$ cat src/rtl/clock_strobe_gen.sv
// clock_strobe_gen: turns the NCO dot_clock square wave into clk-domain strobes,
// tracks the pixel index / CPU phase, and measures dot_clock frequency per window.
module clock_strobe_gen #(
    parameter int unsigned WIN_BITS = 16,
    parameter int unsigned EXP_CNT  = 3640,
    parameter int unsigned TOL      = 2
) (
    input  logic        clk,
    input  logic        reset,
    input  logic        dot_clock,
    output logic        dot_stb,
    output logic [2:0]  pix,
    output logic        phi0,
    output logic        phi0_rise,
    output logic        phi0_fall,
    output logic [15:0] freq_cnt,
    output logic        meas_stb,
    output logic        freq_ok
);

    localparam int unsigned CNT_W = 16;
    localparam logic signed [CNT_W:0] EXP_S = (CNT_W+1)'(EXP_CNT);
    localparam logic signed [CNT_W:0] TOL_S = (CNT_W+1)'(TOL);

    logic                    dot_q;
    logic [WIN_BITS-1:0]     win_cnt;
    logic [CNT_W-1:0]        edge_cnt;

    logic                    rise_c;
    logic [2:0]              pix_next_c;
    logic                    win_end_c;
    logic [CNT_W:0]          edge_sum_c;
    logic [CNT_W-1:0]        edge_sat_c;
    logic signed [CNT_W:0]   diff_c;
    logic                    ok_c;

    // Rising edge of dot_clock, pixel increment and window-closing count.
    always_comb begin
        rise_c     = dot_clock & ~dot_q;
        pix_next_c = pix + 3'd1;
        win_end_c  = &win_cnt;
        edge_sum_c = {1'b0, edge_cnt} + (CNT_W+1)'(dot_stb);
        edge_sat_c = edge_sum_c[CNT_W] ? {CNT_W{1'b1}} : edge_sum_c[CNT_W-1:0];
        diff_c     = $signed({1'b0, edge_sat_c}) - EXP_S;
        ok_c       = (diff_c >= -TOL_S) && (diff_c <= TOL_S);
    end

    // dot_clock history; also loaded in reset so a high level at release is not an edge.
    always_ff @(posedge clk) begin
        dot_q <= dot_clock;
    end

    // Dot strobe, pixel counter and phi0 edge strobes, all updated on the same edge.
    always_ff @(posedge clk) begin
        if (reset) begin
            dot_stb   <= 1'b0;
            pix       <= 3'd0;
            phi0      <= 1'b0;
            phi0_rise <= 1'b0;
            phi0_fall <= 1'b0;
        end else begin
            dot_stb   <= rise_c;
            phi0_rise <= rise_c && (pix == 3'd3);
            phi0_fall <= rise_c && (pix == 3'd7);
            if (rise_c) begin
                pix  <= pix_next_c;
                phi0 <= pix_next_c[2];
            end
        end
    end

    // Windowed edge counter; the strobe in the last window cycle still counts.
    always_ff @(posedge clk) begin
        if (reset) begin
            win_cnt  <= '0;
            edge_cnt <= '0;
            freq_cnt <= '0;
            meas_stb <= 1'b0;
            freq_ok  <= 1'b0;
        end else begin
            win_cnt <= win_cnt + WIN_BITS'(1);
            if (win_end_c) begin
                freq_cnt <= edge_sat_c;
                freq_ok  <= ok_c;
                edge_cnt <= '0;
                meas_stb <= 1'b1;
            end else begin
                edge_cnt <= edge_sat_c;
                meas_stb <= 1'b0;
            end
        end
    end

endmodule

$ cat config.mk
export PLATFORM = sky130hd
export DESIGN_NAME = clock_strobe_gen
export DESIGN_NICKNAME = d
export VERILOG_FILES = /design/src/rtl/clock_strobe_gen.sv
export SDC_FILE = /design/constraint.sdc
export NUM_CORES = 1
export LEC_CHECK = 0
export ABC_AREA = 1
export BUFFER_PORTS_ARGS = -buffer_cell sky130_fd_sc_hd__buf_2
export CORE_ASPECT_RATIO = 0.75
export CORE_UTILIZATION = 60
export CTS_CLUSTER_SIZE = 16
export DETAILED_ROUTE_END_ITERATION = 6
export PLACE_DENSITY = 0.79
export SLEW_MARGIN = 25
export SYNTH_ARGS = -nofsm -noshare
export SYNTH_HDL_FRONTEND = slang
export SYNTH_SLANG_ARGS = --single-unit
$ cat constraint.sdc
create_clock -name clk -period 7.5 [get_ports clk]
set_input_delay 0.375 -clock clk [delete_from_list [all_inputs] [get_ports clk]]
set_output_delay 0.375 -clock clk [all_outputs]
set_load 0.02 [all_outputs]
Word level (Yosys, flattened, before mapping)

Cells that the tools add are included.

Muxes and demuxes: 2
$lt $le $gt $ge: 2
Bitwise logic cells: 2
Reductions and logical operators: 5
Equality and inequality tests: 2
$add $sub $neg: 4

Operator list:

| kind                                                             | number |
|---|---|
| adder 16 x 1 -> 17 bit                                           | 1 |
| >= comparator 17 x 2 -> 1 bit (second input constant)            | 1 |
| less-or-equal comparator 17 x 3 -> 1 bit (second input constant) | 1 |
| subtractor 16 x 12 -> 17 bit (second input constant)             | 1 |
| adder 16 x 1 -> 16 bit (second input constant)                   | 1 |
| two-way mux 16 bit                                               | 1 |
| AND reduction 16 bit                                             | 1 |
| adder 3 x 1 -> 3 bit (second input constant)                     | 1 |
| == test 3 x 2 -> 1 bit (second input constant)                   | 1 |
| == test 3 bit (second input constant)                            | 1 |
| logical AND 1 bit                                                | 3 |
| OR reduction 2 bit                                               | 1 |
| AND 1 bit                                                        | 1 |
| two-way mux 1 bit                                                | 1 |
| NOT 1 bit                                                        | 1 |

Input bits: 3
Output and inout bits: 25
Logic and storage cells: 28
Register bits: 58

Logic depth before layout (Yosys ltp)

Word-level depth: 5
Mapped depth: 21
Mapped depth without buffers: 21

Worst setup path before layout

Ideal clock, no wire load.

Path type: register to register
Start point: register dot_stb
End point: register freq_ok
Library setup time: 0.059 ns
Arrival: 2.784 ns
Required time: 7.441 ns
Path buffers: 1
Clock period less this slack: 2.843 ns
Slack: 4.657 ns
Cell stages (with the launch flop): 20
Cell sequence: dfxtp_1 ha_1 ha_1 nand3_2 nor2_2 nand2_1 buf_6 nand2_1 inv_1 ha_1 or2_2 o21bai_1 nand3_1 nor2_1 nand3_1 nor2_1 nor2_1 nor2_1 nand2_1 nand2_1

Longest elaborated chain between the ends: 5
Elaborated cells on any way between the ends: 6
Those cells by class: add/sub (2); order compare (2); mux (1); reduce/logical (1)

Ends and longest elaborated chain:

| item                                                                                      | RTL line | RTL |
|---|---|---|
| start, declared                                                                           | 11       | `output logic dot_stb,` |
| start signal, assigned                                                                    | 62       | `dot_stb <= rise_c;` |
| adder 16 x 1 -> 17 bit *                                                                  | 42       | `edge_sum_c = {1'b0, edge_cnt} + (CNT_W+1)'(dot_stb);` |
| two-way mux 16 bit *                                                                      | 43       | `edge_sat_c = edge_sum_c[CNT_W] ? {CNT_W{1'b1}} : edge_sum_c[CNT_W-1:0];` |
| net edge_sat_c[3]                                                                         | 33       | `logic [CNT_W-1:0] edge_sat_c;` |
| subtractor 16 x 12 -> 17 bit *                                                            | 44       | `diff_c = $signed({1'b0, edge_sat_c}) - EXP_S;` |
| >= comparator 17 x 2 -> 1 bit or less-or-equal comparator 17 x 3 -> 1 bit (tied branches) | 45       | `ok_c = (diff_c >= -TOL_S) && (diff_c <= TOL_S);` |
| logical AND 1 bit *                                                                       | 45       |  |
| end signal, assigned                                                                      | 84       | `freq_ok <= ok_c;` |
| end, declared                                                                             | 18       | `output logic freq_ok` |

Mark *: on every way through the listed nets, which the timed path passes. The rest lies on a longest branch.
A chain may end at the register's enable or synchronous reset.

Worst setup path after layout

Ends and elaborated chain as after synthesis.

==> impl_metrics.py <==
metrics = {
    "run_status": {
        "outcome": "completed",
    },
    "sta": {
        "tns_ns": 0,
        "rsz0062_at_grt": "no",
        "finClkSkew_ns": 0.0107,
        "slew_headroom_pct": 55.3,
        "period_needed_ns": 3.30,
        "finalMaxSlewViolations": 0,
        "max_freq_mhz": 303,
        "setup_viol": 0,
        "period_share_pct": 44.0,
        "tightest_slew_ns": 0.666,
        "hold_viol": 0,
    },
    "floorplan": {
        "die_w_um": 83.3,
        "fp.coreArea_sq_um": 4620,
        "io_pins": 28,
        "num_rows": 21,
        "start_util_pct": 64.4,
        "dieArea_sq_um": 5250,
        "die_h_um": 63.0,
    },
    "placement": {
        "place.gp.congestion": 1.01,
        "post-place-cells": 519,
        "dp_hpwl_um": 5140,
        "io_buffers": 27,
    },
    "clock_tree": {
        "cts_tree": "yes",
        "htreeDepth": 3,
        "path_clk_slew_ns": 0.07,
        "cts_buffer_depth": 2,
        "post_cts_buffers": 0,
        "worst_skew_pair.late_latency_ns": 0.34,
        "cts_resized": 0,
        "cts.sinks": 57,
        "cts_hold_buf": 0,
        "cts_made_buffers": 9,
        "ctsRootBufferMaster": "clkbuf_8",
    },
    "synth": {
        "ys.flop_type": "dfxtp_1",
        "yosys.area.top_type": "dfxtp_1",
        "synth_fp_nets": 453,
        "yosysWarnings": 0,
        "synth_edf_count": 0,
        "synthTopCellsByArea": "dfxtp_1 38%, nand2_1 14%, nor2_1 8.8%, inv_1 7.6%, nand3_1 4.7%",
        "synthesis.area_sq_um": 2980,
        "ys_seq_elements": 57,
        "syn_inst": 442,
        "yosysSeqAreaShare_pct": 38.3,
        "yosysUniqueCellTypes": 32,
        "postSynthAreaPerCell_sq_um": 6.74,
        "yosysTopAreaCellShare_pct": 38.3,
        "synthArstFlopShare_pct": 0,
    },
    "critical_path": {
        "crit_arrival_ns": 3.59,
        "crit_type": "reg2reg",
        "end_kind": "flip-flop",
        "cp_max_fo": 11,
        "critPathLaunchType": "flip-flop",
        "crit_required_ns": 7.78,
    },
    "drt": {
        "drc": 0,
        "drt_iter0_markers": 212,
        "wl_um": 6840,
        "post_drt_wl_per_cell_um": 12.8,
        "vias_per_cell": 5.41,
        "dr.pass1.iters": 5,
        "ant_nets": 0,
        "vias": 2892,
    },
    "final_layout": {
        "fill_cells": 374,
        "finalNetCount": 484,
        "seqCellArea_sq_um": 1140,
        "antenna_cells": 0,
        "final_cells": 535,
        "multiInputGateArea_sq_um": 1570,
        "syn_to_final_growth_pct": 14.3,
        "layout-drive-gt1-share_pct": 14.6,
    },
    "global_route": {
        "grt_max_degree": 24,
        "antenna_found_initial": 0,
        "grt_pass1_wl_um": 11300,
        "grt_pass1_vias": 2460,
        "grt_overflow": 0,
        "track_usage_pct": 27.6,
    },
    "power": {
        "power_frac_comb_pct": 2.6,
        "sequentialPowerShare_pct": 44.9,
        "power_density_nw_per_um2": 202,
        "switchingPower_uw": 136,
        "p_leak_nw": 1.59,
        "pwr-share-clk_pct": 52.5,
        "ir_worst_vdd_mv": 0.150,
        "switching_share_pct": 19.8,
        "internal-power_uw": 551,
    },
    "run": {
        "maxCapViolCount": 0,
    },
    "hold_path": {
        "hold_class": "in2reg",
    },
}
==> cell usage in the layout, fill, tap and decap left out, drive strengths merged <==
cell type	n
nand4	8
nor3b	1
buf	28
o21ai	29
a22o	1
a211oi	1
nor2	80
nand3	34
dfxtp	57
nand2	120
o21bai	1
a21oi	12
or2	3
xor2	4
ha	8
nor4	3
nor3	8
o21a	1
clkbuf	12
bufinv	3
xnor2	1
clkinv	2
a21boi	1
inv	60
==> flip-flops by register name (all words and copies together) (netlist names) <==
register / count
phi0_fall: 1
phi0_rise: 1
freq_cnt: 16
freq_ok: 1
dot_q: 1
meas_stb: 1
edge_cnt: 16
win_cnt: 16
dot_stb: 1
pix: 3
==> kinds of logic after synthesis <==
family,Yosys count,share of synthesized area (%)
xor gates and xnor gates,5,1.47
AOI/OAI and AO/OA,46,8.19
and+or+nand+nor,257,39.6
DFF,57,38.3
buffers and inverters,69,9.08
adders and majority gates,8,3.36
==> metrics by stage <==
step                worst slack, ns  hold slack (ns)  utilization (%)  cell area [sq um]  power (mW)
finish                         4.20            0.148             73.6               3400       0.687
global route                   3.93            0.143             73.6               3400       0.706
CTS                            4.26            0.138             73.6               3400       0.691
detailed placement             4.30            0.447             68.1               3150       0.333
global placement               4.46            0.437             68.1               3150       0.333
floorplan                      4.66            0.403                -               2980       0.328
==> critical path, cell delays in order (launching register included) <==
cell	delay, ns
dfxtp_1	0.36
ha_1	0.25
ha_1	0.27
nand3_2	0.16
nor2_2	0.21
nand2_1	0.32
nand2_1	0.24
inv_1	0.10
ha_1	0.29
or2_2	0.29
o21bai_1	0.14
nand3_1	0.09
nor2_1	0.11
nand3_1	0.09
nor2_1	0.11
nor2_1	0.05
nor2_1	0.08
nand2_1	0.05
nand2_1	0.05
==> routing by layer <==
metal / part of all wire [%] / track usage, %
met5: 0 / 0
met4: 0.94 / 6.03
met2: 40 / 38.0
met1: 50 / 41.8
met3: 9.4 / 8.06
==> power groups by stage <==
stage,Clock [mW],Combinational (mW),Sequential [mW]
after global placement,0,0.0174,0.315
after floorplan,0,0.0112,0.317
after global routing,0.377,0.0205,0.309
after detailed placement,0,0.0177,0.315
final,0.361,0.0179,0.309
after CTS,0.365,0.0178,0.309
==> Yosys cell counts, types with 6 or more instances <==
cell type	count
nand2_1	113
nor2_1	70
inv_1	60
dfxtp_1	57
nand3_1	28
o21ai_0	27
a21oi_1	12
ha_1	8
nand4_1	8
nor2_2	7
nor3_1	7
clkbuf_1	6
==> cell type report <==
| class | instances | area share [%] |
|---|---|---|
| inverter | 61 | 6.73 |
| sequential | 57 | 33.5 |
| clock buffer | 12 | 4.56 |
| timing repair buffer | 28 | 4.19 |
| multi-input combinational | 316 | 46.0 |
| tap | 57 | 2.09 |
| clock inverter | 4 | 2.90 |
==> final timing paths <==
| path | depth (start not counted) | endpoint | start | slack [ns] |
|---|---|---|---|---|
| max | 18 | freq_ok | dot_stb | 4.20 |
| min | 1 | dot_q | dot_clock | 0.15 |
| max reg2reg | 18 | freq_ok | dot_stb | 4.20 |
| min reg2reg | 2 | freq_cnt[12] | freq_cnt[12] | 0.46 |
No activity file was read; power rests on OpenSTA's default activity.
